`src/rtl/multi_digit_display_pkg.sv`:
```
// Shared segment patterns, digit encoder and conversion FSM encoding for the
// multi-digit display. Segment vectors are active-low, ordered {g,f,e,d,c,b,a}.
package multi_digit_display_pkg;

  localparam logic [6:0] SEG_0     = 7'h40;
  localparam logic [6:0] SEG_1     = 7'h79;
  localparam logic [6:0] SEG_2     = 7'h24;
  localparam logic [6:0] SEG_3     = 7'h30;
  localparam logic [6:0] SEG_4     = 7'h19;
  localparam logic [6:0] SEG_5     = 7'h12;
  localparam logic [6:0] SEG_6     = 7'h02;
  localparam logic [6:0] SEG_7     = 7'h78;
  localparam logic [6:0] SEG_8     = 7'h00;
  localparam logic [6:0] SEG_9     = 7'h10;
  localparam logic [6:0] SEG_BLANK = 7'h7F;

  typedef enum logic [1:0] {
    ST_IDLE   = 2'd0,
    ST_SHIFT  = 2'd1,
    ST_COMMIT = 2'd2
  } conv_state_e;

  function automatic logic [6:0] seg_encode(input logic [3:0] digit);
    logic [6:0] pattern;
    case (digit)
      4'd0:    pattern = SEG_0;
      4'd1:    pattern = SEG_1;
      4'd2:    pattern = SEG_2;
      4'd3:    pattern = SEG_3;
      4'd4:    pattern = SEG_4;
      4'd5:    pattern = SEG_5;
      4'd6:    pattern = SEG_6;
      4'd7:    pattern = SEG_7;
      4'd8:    pattern = SEG_8;
      4'd9:    pattern = SEG_9;
      default: pattern = SEG_BLANK;
    endcase
    return pattern;
  endfunction

endpackage

```
`src/rtl/bin2bcd_seq.sv`:
```
// Sequential shift-add-3 binary to BCD converter: one bit per clock, VALUE_W clocks.
// done_o marks the cycle in which the final shift happens; bcd_o holds afterwards.
module bin2bcd_seq
  import multi_digit_display_pkg::*;
#(
  parameter int VALUE_W    = 14,
  parameter int NUM_DIGITS = 4
) (
  input  logic                    clk,
  input  logic                    arst_n,
  input  logic                    start_i,
  input  logic [VALUE_W-1:0]      value_i,
  output logic                    busy_o,
  output logic                    done_o,
  output logic [4*NUM_DIGITS-1:0] bcd_o
);

  localparam int BCD_W = 4 * NUM_DIGITS;
  localparam int CNT_W = $clog2(VALUE_W + 1);

  logic [BCD_W-1:0]   bcd_q;
  logic [BCD_W-1:0]   bcd_adj;
  logic [VALUE_W-1:0] bin_q;
  logic [CNT_W-1:0]   cnt_q;
  logic               busy_q;

  always_comb begin
    bcd_adj = bcd_q;
    for (int i = 0; i < NUM_DIGITS; i++) begin
      if (bcd_q[4*i +: 4] >= 4'd5) begin
        bcd_adj[4*i +: 4] = bcd_q[4*i +: 4] + 4'd3;
      end
    end
  end

  // The caller saturates the input, so nothing non-zero ever leaves the top BCD nibble.
  always_ff @(posedge clk or negedge arst_n) begin
    if (!arst_n) begin
      bcd_q  <= '0;
      bin_q  <= '0;
      cnt_q  <= '0;
      busy_q <= 1'b0;
    end else if (start_i && !busy_q) begin
      bcd_q  <= '0;
      bin_q  <= value_i;
      cnt_q  <= CNT_W'(VALUE_W - 1);
      busy_q <= 1'b1;
    end else if (busy_q) begin
      {bcd_q, bin_q} <= {bcd_adj[BCD_W-2:0], bin_q, 1'b0};
      if (cnt_q == '0) begin
        busy_q <= 1'b0;
      end else begin
        cnt_q <= cnt_q - CNT_W'(1);
      end
    end
  end

  assign busy_o = busy_q;
  assign done_o = busy_q && (cnt_q == '0);
  assign bcd_o  = bcd_q;

endmodule

```
`src/rtl/multi_digit_display.sv`:
```
// N-digit multiplexed seven-segment driver: captures a value, converts it to BCD,
// and scans digits on the refresh strobe with leading-zero blanking and blinking.
module multi_digit_display
  import multi_digit_display_pkg::*;
#(
  parameter int NUM_DIGITS    = 4,
  parameter int VALUE_W       = 14,
  parameter int BLANK_LEADING = 1,
  parameter int BLINK_DIV     = 32
) (
  input  logic                  clk,
  input  logic                  arst_n,
  input  logic                  clk_display,
  input  logic [VALUE_W-1:0]    value,
  input  logic                  load,
  input  logic                  blink_en,
  output logic                  busy,
  output logic                  overflow,
  output logic [NUM_DIGITS-1:0] an,
  output logic [6:0]            seg
);

  localparam int BCD_W = 4 * NUM_DIGITS;
  localparam int IDX_W = (NUM_DIGITS > 1) ? $clog2(NUM_DIGITS) : 1;
  localparam int BLK_W = $clog2(BLINK_DIV + 1);
  localparam logic [VALUE_W-1:0] MAX_VAL = VALUE_W'(10**NUM_DIGITS - 1);

  conv_state_e           state_q;
  logic                  pend_v_q;
  logic [VALUE_W-1:0]    pend_val_q;
  logic                  ovf_fly_q;
  logic                  overflow_q;
  logic [BCD_W-1:0]      disp_q;
  logic [IDX_W-1:0]      idx_q;
  logic [BLK_W-1:0]      blink_cnt_q;
  logic                  blink_off_q;
  logic [NUM_DIGITS-1:0] an_q;
  logic [6:0]            seg_q;

  logic               eng_start;
  logic [VALUE_W-1:0] src_val;
  logic [VALUE_W-1:0] eng_value;
  logic               src_ovf;
  logic               eng_busy;
  logic               eng_done;
  logic [BCD_W-1:0]   eng_bcd;

  // A load arriving during COMMIT takes priority over the older pending value.
  always_comb begin
    src_val   = value;
    eng_start = 1'b0;
    if (state_q == ST_IDLE) begin
      eng_start = load;
    end else if (state_q == ST_COMMIT) begin
      eng_start = load | pend_v_q;
      if (!load) begin
        src_val = pend_val_q;
      end
    end
    eng_start = eng_start & ~eng_busy;
  end

  assign src_ovf   = (src_val > MAX_VAL);
  assign eng_value = src_ovf ? MAX_VAL : src_val;

  bin2bcd_seq #(
    .VALUE_W    (VALUE_W),
    .NUM_DIGITS (NUM_DIGITS)
  ) u_bin2bcd (
    .clk     (clk),
    .arst_n  (arst_n),
    .start_i (eng_start),
    .value_i (eng_value),
    .busy_o  (eng_busy),
    .done_o  (eng_done),
    .bcd_o   (eng_bcd)
  );

  always_ff @(posedge clk or negedge arst_n) begin
    if (!arst_n) begin
      state_q    <= ST_IDLE;
      pend_v_q   <= 1'b0;
      pend_val_q <= '0;
      ovf_fly_q  <= 1'b0;
      overflow_q <= 1'b0;
      disp_q     <= '0;
    end else begin
      case (state_q)
        ST_IDLE: begin
          if (eng_start) begin
            state_q   <= ST_SHIFT;
            ovf_fly_q <= src_ovf;
          end
        end
        ST_SHIFT: begin
          if (load) begin
            pend_v_q   <= 1'b1;
            pend_val_q <= value;
          end
          if (eng_done) begin
            state_q <= ST_COMMIT;
          end
        end
        ST_COMMIT: begin
          disp_q     <= eng_bcd;
          overflow_q <= ovf_fly_q;
          pend_v_q   <= 1'b0;
          if (eng_start) begin
            state_q   <= ST_SHIFT;
            ovf_fly_q <= src_ovf;
          end else begin
            state_q <= ST_IDLE;
          end
        end
        default: state_q <= ST_IDLE;
      endcase
    end
  end

  // lead_zero[i] is set when digits i..NUM_DIGITS-1 of the display register are all zero.
  logic [NUM_DIGITS-1:0] lead_zero;
  logic                  zero_run;
  logic [3:0]            cur_digit;
  logic                  cur_blank;

  always_comb begin
    lead_zero = '0;
    zero_run  = 1'b1;
    for (int i = NUM_DIGITS - 1; i >= 0; i--) begin
      zero_run     = zero_run && (disp_q[4*i +: 4] == 4'd0);
      lead_zero[i] = zero_run;
    end
  end

  assign cur_digit = disp_q[4*idx_q +: 4];
  assign cur_blank = (BLANK_LEADING != 0) && (idx_q != '0) && lead_zero[idx_q];

  always_ff @(posedge clk or negedge arst_n) begin
    if (!arst_n) begin
      idx_q       <= '0;
      blink_cnt_q <= '0;
      blink_off_q <= 1'b0;
      an_q        <= '1;
      seg_q       <= SEG_BLANK;
    end else if (clk_display) begin
      idx_q <= (idx_q == IDX_W'(NUM_DIGITS - 1)) ? '0 : idx_q + IDX_W'(1);
      if (blink_cnt_q == BLK_W'(BLINK_DIV - 1)) begin
        blink_cnt_q <= '0;
        blink_off_q <= ~blink_off_q;
      end else begin
        blink_cnt_q <= blink_cnt_q + BLK_W'(1);
      end
      if (blink_en && blink_off_q) begin
        an_q  <= '1;
        seg_q <= SEG_BLANK;
      end else begin
        an_q  <= ~(NUM_DIGITS'(1) << idx_q);
        seg_q <= cur_blank ? SEG_BLANK : seg_encode(cur_digit);
      end
    end
  end

  assign busy     = (state_q != ST_IDLE);
  assign overflow = overflow_q;
  assign an       = an_q;
  assign seg      = seg_q;

endmodule

```
`config.mk`:
```
export PLATFORM = sky130hd
export DESIGN_NAME = multi_digit_display
export DESIGN_NICKNAME = d
export VERILOG_FILES = /design/src/rtl/multi_digit_display_pkg.sv /design/src/rtl/bin2bcd_seq.sv /design/src/rtl/multi_digit_display.sv
export SDC_FILE = /design/constraint.sdc
export NUM_CORES = 1
export LEC_CHECK = 0
export CAP_MARGIN = 20
export CORE_MARGIN = 3
export CORE_UTILIZATION = 30
export CTS_CLUSTER_SIZE = 24
export DETAILED_ROUTE_END_ITERATION = 8
export REMOVE_ABC_BUFFERS = 1
export SLEW_MARGIN = 30
export SYNTH_ARGS = -nofsm -noshare
export SYNTH_HDL_FRONTEND = slang
export SYNTH_SLANG_ARGS = --single-unit
```
`constraint.sdc`:
```
create_clock -name clk -period 6.55 [get_ports clk]
set_clock_uncertainty 0.1 [all_clocks]
set_input_delay 0.655 -clock clk [delete_from_list [all_inputs] [get_ports clk]]
set_output_delay 0.655 -clock clk [all_outputs]
set_load 0.03 [all_outputs]
```
Word-level counts from Yosys, hierarchy flattened

Memories as Yosys holds them, arrays and structs flattened.
Cells that the tools add are included.
W data, S select, Z words.

Memories: 1
Bits in registers: 90
Word-level logic and storage cells: 101
Input bits: 19
ROM bits: 112
Output and inout port bits: 13

Multiplexer cells: 33
Eq/ne operators: 8
$add $sub $neg: 7
Bitwise gates (word level): 5
$lt $le $gt $ge: 6
Reductions and logical operators: 24
Shifts and indexed selects: 2

Memory list:

| name             | depth | width | rd ports | clocked after Yosys merged registers in | wr ports | line                          | source |
|---|---|---|---|---|---|---|---|
| (name not given) | 16    | 7     | 1        | 0                                       | 0        | multi_digit_display_pkg.sv:25 | `case (digit)` |

Operator list:

| kind                   | number |
|---|---|
| $mux W14               | 6 |
| $mux W16               | 2 |
| $mux W4                | 7 |
| $logic_not A4 Y1       | 5 |
| $ge A4 B3 Y1 const B   | 4 |
| $shiftx A16 B5 Y4      | 1 |
| $gt A14 B14 Y1 const B | 1 |
| $mux W7                | 2 |
| $add A4 B2 Y4 const B  | 3 |
| $reduce_and A2 Y1      | 5 |
| $mux W1                | 8 |
| $reduce_bool A2 Y1     | 4 |
| $logic_and A1 B1 Y1    | 7 |
| $add A6 B1 Y6 const B  | 1 |
| $eq A6 B5 Y1 const B   | 1 |
| $mux W2                | 3 |
| $mux W6                | 1 |
| $pmux W2 S3            | 1 |
| $eq A2 B2 Y1 const B   | 2 |
| $ne A2 B1 Y1 const B   | 2 |
| $ne A2 B2 Y1 const B   | 2 |
| $not A4 Y4             | 1 |
| $shl A1 B2 Y4 const A  | 1 |
| $sub A4 B1 Y4 const B  | 1 |
| 13 further kinds       | 14 |

Logic depth before layout (Yosys ltp)

Depth after elaboration: 9
Depth in mapped cells: 7
Gate-level depth less buffers: 7

Hierarchy

A second synthesis with hierarchy kept.

Cell total of the unflattened synthesis: 435
Area total of the unflattened synthesis: 4,775.8 um^2

Modules (own cells, without submodules):

| module              | times used | seq. area each (um^2) | cells each | area an instance (um^2) |
|---|---|---|---|---|
| multi_digit_display | 1          | 1,390.1               | 244        | 2,877.8 |
| bin2bcd_seq         | 1          | 875.8                 | 191        | 1,898.1 |

Worst setup path after synthesis

Ideal clock, no wire load.

Path kind: flip-flop to flip-flop
Start: reg idx_q[1]
End: reg seg_q[0], in the netlist seg[0]
Setup time: 61 ps
Arrival time: 2,033 ps
Period minus slack after synthesis: 2,194 ps
Buffers on the path: 1
Path slack: 4,356 ps
Stages on the path, launching flop included: 8
Data required time: 6,389 ps
Path through: dfrtp_1 -> clkbuf_1 -> inv_1 -> ha_1 -> or4_1 -> a2111o_1 -> nand3_2 -> o22a_1

Cells in the longest elaborated chain, start to end: 5
Elaborated cells on any way between the ends: 8
Those cells by class: shift: 1; mux: 4; reduce/logical: 2; memory: 1

Ends and longest elaborated chain:

| element                                                                | line                       | source |
|---|---|---|
| start: declaration                                                     | multi_digit_display.sv:34  | `logic [IDX_W-1:0] idx_q;` |
| start signal: assignment                                               | multi_digit_display.sv:146 | `idx_q <= (idx_q == IDX_W'(NUM_DIGITS - 1)) ? '0 : idx_q + IDX_W'(1);` |
| parallel branches: the longest is 3 deep, another holds $mem_v2 Z16 W7 | -                          |  |
| $mux W7 (*)                                                            | multi_digit_display.sv:158 | `seg_q <= cur_blank ? SEG_BLANK : seg_encode(cur_digit);` |
| $mux W7 (*)                                                            | multi_digit_display.sv:153 | `if (blink_en && blink_off_q) begin` |
| end signal: assignment                                                 | multi_digit_display.sv:158 |  |
| end: declaration                                                       | multi_digit_display.sv:38  | `logic [6:0] seg_q;` |

Mark *: on every way between the ends. The select of a mux whose other input is x is not followed.
A chain may end at the register's enable or synchronous reset.

Worst setup path in the final report

Start: in load
End: reg u_bin2bcd.bin_q[2]

Cells in the longest elaborated chain, start to end: 6
Elaborated cells on any way between the ends: 12
Those cells by class: order compare: 1; mux: 7; bitwise: 2; reduce/logical: 2

Ends and longest elaborated chain:

| element                                         | line                                                 | source |
|---|---|---|
| start: declaration                              | multi_digit_display.sv:15                            | `input logic load,` |
| $mux W14 or $or A1 B1 Y1 (tied branches)        | multi_digit_display.sv:56, multi_digit_display.sv:55 |  |
| $mux W14 or $mux W1 (tied branches)             | multi_digit_display.sv:54                            | `end else if (state_q == ST_COMMIT) begin` |
| $mux W14 or $mux W1 (tied branches)             | multi_digit_display.sv:52                            | `if (state_q == ST_IDLE) begin` |
| $gt A14 B14 Y1 or $and A1 B1 Y1 (tied branches) | multi_digit_display.sv:63, multi_digit_display.sv:60 |  |
| $mux W14 or $logic_and A1 B1 Y1 (tied branches) | multi_digit_display.sv:64, bin2bcd_seq.sv:43         |  |
| $mux W14 or $reduce_bool A2 Y1 (tied branches)  | -                                                    |  |
| end signal: assignment                          | bin2bcd_seq.sv:45                                    | `bin_q <= value_i;` |
| end signal: assignment                          | bin2bcd_seq.sv:49                                    | `{bcd_q, bin_q} <= {bcd_adj[BCD_W-2:0], bin_q, 1'b0};` |
| end: declaration                                | bin2bcd_seq.sv:23                                    | `logic [VALUE_W-1:0] bin_q;` |

Parallel ways exist; a longest one is shown, timed or not.

==> metrics.yaml <==
tightestPinTransition_ns: 0.9644
synthArstFlopShare_pct: 100.0
crit_type: "in -> reg"
overflow: 0
relSlewSlack_pct: 35.64
placed_cell_area_um2: 4997
cts_sinks: 90
cts_tree: "built"
start_util_pct: 30.90
ioPinCount: 32
die_area_um2: 16590
gp_congestion: 0.7390
power-per-cell-area_nw_per_um2: 501.1
synth_cells: 411
status: "complete, no violations"
pwr-share-comb_pct: 39.5
antenna_found_initial: 0
dr.pass1.iters: 4
critPathMaxFanout: 17
grt_pass1_wl_um: 15010
grt_max_degree: 72
insertedDiodeCount: 0
ant_nets: 0
internal_power_mw: 1.719
synth_cell_types: 49
power.switching_mw: 0.9570
fin_area_um2: 5340
drive_gt1_share_pct: 17.01
synth_flop_cell: "dfrtp_1"
p_leak_nw: 2.267
setup_tns_ns: 0
postCtsHoldBufs: 0
die_w_um: 128.8
post_cts_buffers: 0
path_clk_slew_ns: 0.06
post_drt_wl_per_cell_um: 13.66
nFillCells: 1446
htree_levels: 3
min-delay-path-class: "in -> async"
seqPwrFrac_pct: 39.0
routed_wl_um: 8537
dp_hpwl_um: 5976
design.core.area_um2: 14640
setup_viol: 0
hold_viol_final: 0
avgViaCountPerCell: 4.869
max_freq_ghz: 0.3604
clock_latency_ns: 0.34
synth_edf_count: 0
ctsLongestPathBuffers: 2
grt_pass1_vias: 3144
nets: 475
power_frac_clock_pct: 21.5
synth_seq_cells: 90
drc: 0
period_minus_slack_ns: 2.775
drt_iter0_markers: 122
critPathArrivalTime_ns: 2.91
yosysSeqAreaShare_pct: 50.07
rsz0062_at_grt: "no"
drv_slew: 0
numCtsBuffers: 9
cap_viol_max_count: 0
die_y_um: 128.8
cp-start-kind: "input port"
syn_area_per_cell_um2: 11.01
required_ns: 6.69
vdd_drop_max_mv: 0.2015
fin_crit_sh_pct: 42.36
synth_area_leaders: "dfrtp_1, mux2_2, dfstp_2"
critPathCaptureType: "flip-flop"
io_buffers: 31
cts_resized: 0
grt_usage_pct: 11.04
syn-cell-area_um2: 4526
sw_frac_of_total_pct: 35.76
clock-root-buffer: "clkbuf_16"
synth_top_area_share_pct: 43.68
total_power_mw: 2.676
yosysTopAreaCell: "dfrtp_1"
row_count: 44
reg2reg_slack_ns: 4.13
area_delta_synth_final_pct: 18.00
synth_warnings: 0
vias: 3043
placed cells by master (no fill, tap or decap), drive strengths merged, types with 2 or more instances in the layout:
cell,Yosys,routed
or4,2,2
a21oi,16,16
or2,4,4
nor2,19,19
dfstp,11,11
dfrtp,79,79
mux2i,14,14
buf,5,3
clkbuf,14,10
nand4,3,3
o22a,7,7
bufinv,0,3
a311oi,2,2
a221oi,5,5
o21ai,28,28
ha,20,20
mux4,4,4
nor4,5,5
o31ai,3,3
a22o,11,11
nor3,9,9
and2,2,2
o221ai,5,5
nand3,8,8
a21boi,2,2
nand2b,8,8
o211ai,2,2
clkinv,0,3
nor3b,7,7
mux2,28,28
xnor2,7,7
clkdlybuf4s50,0,30
nand2,44,44
inv,23,23
xor2,5,5
flip-flops by register name, indices dropped and copies added, names as in the netlist:
signal            flops
an                    4
blink_cnt_q           6
blink_off_q           1
disp_q               16
idx_q                 2
overflow              1
ovf_fly_q             1
pend_v_q              1
pend_val_q           14
seg                   7
state_q               2
u_bin2bcd.bcd_o      16
u_bin2bcd.bin_q      14
u_bin2bcd.busy_o      1
u_bin2bcd.cnt_q       4
power by group through the flow:
stage,Sequential (mW),Clock [mW],Combinational (mW)
after global placement,1.04,0,1.02
after floorplan,1.10,0,0.709
after global routing,1.09,0.616,1.20
final,1.04,0.576,1.06
after detailed placement,1.06,0,1.06
after CTS,1.05,0.594,1.07
per-stage QoR:
step,util (%),instances,setup slack (ns),hold slack [ns]
after detailed placement,34.13,609,3.426,0.3634
after floorplan,-,392,4.218,0.2594
after CTS,36.41,625,3.785,0.07861
after global placement,34.13,609,3.505,0.3570
final,36.47,625,3.775,0.08450
after global routing,36.47,625,3.681,0.09102
area by class of cell:
cell class              instances  area, um2  area share, %
multi-input cells             279       2097          39.27
clock inverters                 6      105.1          1.968
flip-flops and latches         90       2266          42.43
repair buffers                 33      326.6          6.115
inverters                      23      86.33          1.617
well taps                     184      230.2          4.311
clock buffers                  10      229.0          4.288
critical path: stages:
cell and delay, ns:
clkdlybuf4s50_1 0.48, nor3b_4 0.83, mux2_4 0.34, o211ai_2 0.12, and2_4 0.25, a221oi_2 0.23
cell families (layout without fill, tap and decap cells):
family          Yosys count  after routing  synth area share, %
compound gates           86             86                13.55
xor+xnor                 12             12                2.322
fa+ha+maj                20             20                5.529
buf+inv                  42             72                3.705
flops                    90             90                50.07
mux                      46             46                12.14
simple gates            115            115                12.69
final timing paths:
kind,end,from,cells after the start
min in group clk,blink_off_q,blink_off_q,1
setup reg to reg,u_bin2bcd.bin_q[2],state_q[0],5
setup / recovery,u_bin2bcd.bin_q[2],load,6
hold reg to reg,blink_off_q,blink_off_q,1
hold / removal,blink_cnt_q[4],arst_n,1
max in group asynchronous,u_bin2bcd.bcd_o[12],arst_n,2
Yosys cell counts, drive strengths merged, types with 2 or more instances:
cell type and number:
dfrtp 79, nand2 44, mux2 28, o21ai 28, inv 23, ha 20, nor2 19, a21oi 16
clkbuf 14, mux2i 14, a22o 11, dfstp 11, nor3 9, nand2b 8, nand3 8, nor3b 7
o22a 7, xnor2 7, a221oi 5, buf 5, nor4 5, o221ai 5, xor2 5, mux4 4
or2 4, nand4 3, o31ai 3, a21boi 2, a311oi 2, and2 2, o211ai 2, or4 2
metal layers:
layer | up-vias | GRT usage (%) | wire length, um
met4 | 0 | 3.027 | 104
li1 | 1512 | - | -
met5 | - | 0 | 0
met3 | 10 | 3.279 | 273
met2 | 37 | 18.17 | 4086
met1 | 1484 | 14.17 | 4073
(Power assumes the default switching activity.)
